$ cat config.mk
export PLATFORM = sky130hd
export DESIGN_NAME = mux41_arb4
export DESIGN_NICKNAME = d
export VERILOG_FILES = /design/src/rtl/mux41_arb4_pkg.sv /design/src/rtl/mux41_arb4_mux41_4.sv /design/src/rtl/mux41_arb4.sv
export SDC_FILE = /design/constraint.sdc
export NUM_CORES = 1
export LEC_CHECK = 0
export ABC_AREA = 1
export BUFFER_PORTS_ARGS = -buffer_cell sky130_fd_sc_hd__buf_2
export CORE_ASPECT_RATIO = 0.9
export CORE_UTILIZATION = 47
export DETAILED_ROUTE_END_ITERATION = 8
export GPL_TIMING_DRIVEN = 0
export PLACE_DENSITY = 0.82
export SLEW_MARGIN = 40
export SYNTH_ARGS = -nofsm -noshare
export SYNTH_HDL_FRONTEND = slang
export SYNTH_HIERARCHICAL = 1
export SYNTH_SLANG_ARGS = --single-unit
export TNS_END_PERCENT = 10
$ cat constraint.sdc
create_clock -name clk -period 1.45 [get_ports clk]
set_input_delay 0.29 -clock clk [delete_from_list [all_inputs] [get_ports clk]]
set_output_delay 0.29 -clock clk [all_outputs]
set_load 0.02 [all_outputs]
$ cat src/rtl/mux41_arb4_pkg.sv
// ============================================================================
// Module : mux41_arb4_pkg
// Brief  : Shared widths, FSM state encoding and round-robin pick helper for
//          the mux41_arb4 arbiter.
// Rev    : 1.0  initial release
// ============================================================================
`default_nettype none

package mux41_arb4_pkg;

    localparam int ARB_N     = 4;
    localparam int ARB_IDX_W = 2;
    localparam int DATA_W    = 4;

    typedef enum logic [0:0] {
        ST_IDLE  = 1'b0,
        ST_GRANT = 1'b1
    } arb_state_e;

    // Walk offsets from the far end so the requester closest to base wins.
    function automatic logic [ARB_IDX_W-1:0] rr_pick(
        input logic [ARB_N-1:0]     req_vec,
        input logic [ARB_IDX_W-1:0] base
    );
        logic [ARB_IDX_W-1:0] idx;
        logic [ARB_IDX_W-1:0] pick;
        pick = base;
        for (int off = ARB_N - 1; off >= 0; off--) begin
            idx = base + ARB_IDX_W'(off);
            if (req_vec[idx]) begin
                pick = idx;
            end
        end
        return pick;
    endfunction

endpackage

`default_nettype wire

$ cat src/rtl/mux41_arb4_mux41_4.sv
// ============================================================================
// Module : mux41_4
// Brief  : Combinational 4:1 mux, DATA_W bits wide, index {s1,s0}.
// Rev    : 1.0  initial release
// ============================================================================
`default_nettype none

module mux41_4
    import mux41_arb4_pkg::*;
(
    input  logic              s0,
    input  logic              s1,
    input  logic [DATA_W-1:0] a0,
    input  logic [DATA_W-1:0] a1,
    input  logic [DATA_W-1:0] a2,
    input  logic [DATA_W-1:0] a3,
    output logic [DATA_W-1:0] e
);

    always_comb begin
        e = a0;
        case ({s1, s0})
            2'b00:   e = a0;
            2'b01:   e = a1;
            2'b10:   e = a2;
            2'b11:   e = a3;
            default: e = a0;
        endcase
    end

endmodule

`default_nettype wire

$ cat src/rtl/mux41_arb4.sv
// ============================================================================
// Module : mux41_arb4
// Brief  : Round-robin arbiter sharing one mux41_4 between four requesters,
//          valid/ready downstream, one-hot ack upstream, BURST-bounded tenure.
//          Optional owner lock enabled by defining MUX_ARB_LOCK_EN.
// Rev    : 1.0  initial release
// ============================================================================
`default_nettype none

module mux41_arb4
    import mux41_arb4_pkg::*;
#(
    parameter int BURST = 4,
    parameter int CNT_W = 2
) (
    input  logic              clk,
    input  logic              rst_n,
    input  logic [ARB_N-1:0]  req,
    input  logic [DATA_W-1:0] a0,
    input  logic [DATA_W-1:0] a1,
    input  logic [DATA_W-1:0] a2,
    input  logic [DATA_W-1:0] a3,
    output logic [ARB_N-1:0]  ack,
    output logic [ARB_N-1:0]  grant,
    output logic              s0,
    output logic              s1,
    output logic [DATA_W-1:0] e,
    output logic              out_valid,
    input  logic              out_ready
`ifdef MUX_ARB_LOCK_EN
    ,
    input  logic              lock
`endif
);

    localparam logic [CNT_W-1:0] C_LAST = CNT_W'(BURST - 1);

    arb_state_e             state_q, state_d;
    logic [ARB_N-1:0]       grant_q, grant_d;
    logic [ARB_IDX_W-1:0]   sel_q,   sel_d;
    logic [ARB_IDX_W-1:0]   ptr_q,   ptr_d;
    logic [CNT_W-1:0]       cnt_q,   cnt_d;

    logic                   w_owner_req;
    logic                   w_accept;
    logic                   w_lock;
    logic [ARB_IDX_W-1:0]   w_pick;

`ifdef MUX_ARB_LOCK_EN
    assign w_lock = lock;
`else
    assign w_lock = 1'b0;
`endif

    assign w_owner_req = |(req & grant_q);
    assign out_valid   = (state_q == ST_GRANT) && w_owner_req;
    assign w_accept    = out_valid && out_ready;
    assign ack         = grant_q & {ARB_N{w_accept}};
    assign grant       = grant_q;
    assign s1          = sel_q[1];
    assign s0          = sel_q[0];
    assign w_pick      = rr_pick(req, ptr_q);

    always_comb begin
        state_d = state_q;
        grant_d = grant_q;
        sel_d   = sel_q;
        ptr_d   = ptr_q;
        cnt_d   = cnt_q;
        case (state_q)
            ST_IDLE: begin
                if (|req) begin
                    state_d = ST_GRANT;
                    grant_d = ARB_N'(1) << w_pick;
                    sel_d   = w_pick;
                    cnt_d   = '0;
                end
            end
            ST_GRANT: begin
                // sel_q is left alone on release so s1/s0 only move on IDLE->GRANT.
                if (w_accept) begin
                    if (w_lock) begin
                        if (cnt_q != C_LAST) begin
                            cnt_d = cnt_q + CNT_W'(1);
                        end
                    end else if (cnt_q == C_LAST) begin
                        state_d = ST_IDLE;
                        grant_d = '0;
                        ptr_d   = sel_q + ARB_IDX_W'(1);
                        cnt_d   = '0;
                    end else begin
                        cnt_d = cnt_q + CNT_W'(1);
                    end
                end else if (!w_owner_req) begin
                    state_d = ST_IDLE;
                    grant_d = '0;
                    ptr_d   = sel_q + ARB_IDX_W'(1);
                    cnt_d   = '0;
                end
            end
            default: begin
                state_d = ST_IDLE;
                grant_d = '0;
                cnt_d   = '0;
            end
        endcase
    end

    always_ff @(posedge clk or negedge rst_n) begin
        if (!rst_n) begin
            state_q <= ST_IDLE;
            grant_q <= '0;
            sel_q   <= '0;
            ptr_q   <= '0;
            cnt_q   <= '0;
        end else begin
            state_q <= state_d;
            grant_q <= grant_d;
            sel_q   <= sel_d;
            ptr_q   <= ptr_d;
            cnt_q   <= cnt_d;
        end
    end

    mux41_4 u_mux (
        .s0 (s0),
        .s1 (s1),
        .a0 (a0),
        .a1 (a1),
        .a2 (a2),
        .a3 (a3),
        .e  (e)
    );

endmodule

`default_nettype wire

==> flow_metrics.env <==
export IMPL_worst_ep_arrival_time_ns=1.45
export IMPL_die_w_um=49.2
export IMPL_drv_slew=0
export IMPL_avgSynthCellArea_um2=6.32
export IMPL_min_delay_start="out_ready"
export IMPL_clock_latency_ns=0.28
export IMPL_dieArea_um2=2190
export IMPL_critPathRequiredTime_ns=1.16
export IMPL_syn_nets=173
export IMPL_r2r_start="ptr_q[0]"
export IMPL_hold_viol_final=0
export IMPL_grt_pass1_wl_um=4110
export IMPL_syn_area_um2=942
export IMPL_dr_pass1_iters=5
export IMPL_highest_layer="met4"
export IMPL_grt_pass1_vias=988
export IMPL_dp_hpwl_um=1850
export IMPL_antenna_found_initial=0
export IMPL_fin_area_um2=1350
export IMPL_cts_tree="yes"
export IMPL_core_area_um2=1770
export IMPL_drc_errors=0
export IMPL_crit_path_end_kind="output port"
export IMPL_path_clk_slew_ns=0.09
export IMPL_hold_path_class="primary input to flop"
export IMPL_worstPathMaxFanout=4
export IMPL_ir_drop_v=0.00122
export IMPL_violations="setup timing"
export IMPL_post_route_min_period_ns=1.74
export IMPL_die_h_um=44.5
export IMPL_period_share=1.20
export IMPL_diodes=0
export IMPL_grt_use_total=0.244
export IMPL_port_buffers=37
export IMPL_async_flop_share=1.00
export IMPL_overflow=0
export IMPL_drt_total_wl_um=2660
export IMPL_synth_cell_types=20
export IMPL_ys_seq_elements=11
export IMPL_wl_met2_um=1420
export IMPL_drtIter0Drc=29
export IMPL_relSlewSlack=0.777
export IMPL_setup_ws_ns=-0.292
export IMPL_yosysWarningCount=6
export IMPL_fmax_mhz=574
export IMPL_vias=1132
export IMPL_ant_nets=0
export IMPL_crit_type="flop to output port"
export IMPL_wl_met1_um=1070
export IMPL_yosysTopAreaCell="dfrtp_1"
export IMPL_area_growth_pct=43.3
export IMPL_num_rows=14
export IMPL_avgViaCountPerCell=5.15
export IMPL_cts_max_path_buffers=2
export IMPL_wire_per_inst_um=12.1
export IMPL_power_density_nw_per_um2=2210
export IMPL_finClkSkew_ns=0.0137
export IMPL_synth_main_ff_cell="dfrtp_1"
export IMPL_num_io_pins=38
export IMPL_cts_buffers=3
export IMPL_whs_ns=0.331
export IMPL_clkSinkCount=11
export IMPL_netlist_instances=149
export IMPL_htree_levels=1
export IMPL_fin_cells=220
export IMPL_worst_pin_slew_ns=0.332
export IMPL_setup_viol=13
export IMPL_startpoint_type="flop"
export IMPL_synth_area_leaders="dfrtp_1 29%, nand2_1 22%, nand3_1 14%"
export IMPL_synth_top_area_share=0.292
export IMPL_post_dp_cell_area_um2=1200
export IMPL_drv_cap=0
export IMPL_synth_seq_area_share=0.292
export IMPL_gp_congestion=0.861
export IMPL_route_met3_wl_um=133
export IMPL_synth_edf_count=0
export IMPL_placed_cells=210
export IMPL_rsz0062_at_grt="yes"
export IMPL_start_util=0.533
export IMPL_cts_root_buf="clkbuf_4"
export IMPL_report_power_total_mw=2.99
export IMPL_power_leakage_nw=0.741
export IMPL_outcome="finished, violations left"
export IMPL_drive_above_1_share=0.408
export IMPL_final_nets=221
export IMPL_startpoint="grant[1]"
export IMPL_grt_max_degree=12
[timing repair]
item / 4_1_cts / 5_1_grt
pin swaps: 5 / 5
buffers inserted: 3 / 2
endpoints found under the hold margin: 11 / 0
setup endpoints to repair: 13 / 17
gates resized for setup: 17 / 7
gates cloned: 0 / 0
hold buffers: 1 / 0
[flip-flops by register name, summed over array words and instances, names as in the netlist]
register  count
state_q       1
grant         4
cnt_q         2
sel_q         2
ptr_q         2
[worst max-delay path, stage by stage, from the launching register on]
cell and delay, ns:
dfrtp_2 0.38, inv_2 0.05, o211a_4 0.24, a21oi_4 0.17, nand2_4 0.11, nor2_4 0.10
buf_6 0.12
[layout by cell type, fill, tap and decap left out, types with 3 or more instances in the layout]
master	n
inv_2	5
nand3_2	3
nor2_4	5
nand3_1	24
nand2_2	11
buf_4	8
dfrtp_2	3
buf_6	9
clkbuf_4	3
inv_1	13
dfrtp_1	8
nand2_1	52
buf_2	28
o21ai_1	6
nand4_1	5
[routing by layer]
| layer | vias to the layer above | track usage |
|---|---|---|
| met5 | - | 0 |
| met2 | 40 | 0.471 |
| li1 | 571 | - |
| met1 | 517 | 0.291 |
| met4 | 0 | 0.0529 |
| met3 | 4 | 0.0309 |
[metrics by stage]
step,TNS (ns),worst slack (ns),util
6_report,-1.90,-0.292,0.763
4_1_cts,-1.78,-0.305,0.742
3_5_place_dp,-0.438,-0.106,0.680
3_3_place_gp,-0.406,-0.102,0.680
5_1_grt,-2.90,-0.335,0.763
2_1_floorplan,-0.688,-0.167,-
[area by class of cell]
| class | instances | area (um2) |
|---|---|---|
| buffer | 3 | 33.8 |
| clock buffer | 4 | 26.3 |
| fill | 133 | 419 |
| inverter | 21 | 88.8 |
| multi-input combinational | 114 | 614 |
| sequential | 11 | 279 |
| tap | 24 | 30.0 |
| timing repair buffer | 43 | 278 |
[logic make-up (layout without fill, tap and decap cells)]
logic type               after synthesis  in the layout  synth area share
AND/OR/NAND/NOR                      102            102             0.495
XOR/XNOR                               1              1           0.00930
buffers and inverters                 24             71             0.125
AO/OA/AOI/OAI                         10             10            0.0651
flip-flops                            11             11             0.292
adder cells (fa/ha/maj)                1              1            0.0133
[cells in the mapped netlist (3+ instances only)]
| library cell | count |
|---|---|
| nand3_1 | 26 |
| o21ai_1 | 6 |
| nor2_1 | 5 |
| nand4_1 | 5 |
| inv_1 | 14 |
| buf_6 | 3 |
| nand2_1 | 54 |
| inv_2 | 5 |
| nand2_2 | 10 |
| dfrtp_1 | 11 |
[worst paths after layout]
| path | slack, ns | cells past startpoint | to |
|---|---|---|---|
| max in group asynchronous | 0.81 | 2 | ptr_q[1] |
| worst min register to register | 0.49 | 1 | cnt_q[0] |
| min in group asynchronous | 0.40 | 2 | ptr_q[0] |
| worst max-delay path | -0.29 | 6 | ack[2] |
| worst min-delay path | 0.33 | 3 | cnt_q[1] |
| worst max register to register | -0.09 | 13 | grant[3] |
[power breakdown]
part / total, mW / internal [mW] / switching (mW)
Clock: 0.225 / 0.106 / 0.118
Combinational: 2.20 / 0.828 / 1.37
Sequential: 0.559 / 0.434 / 0.125
Total: 2.99 / 1.37 / 1.62
Power figures use the tool's default switching activity.
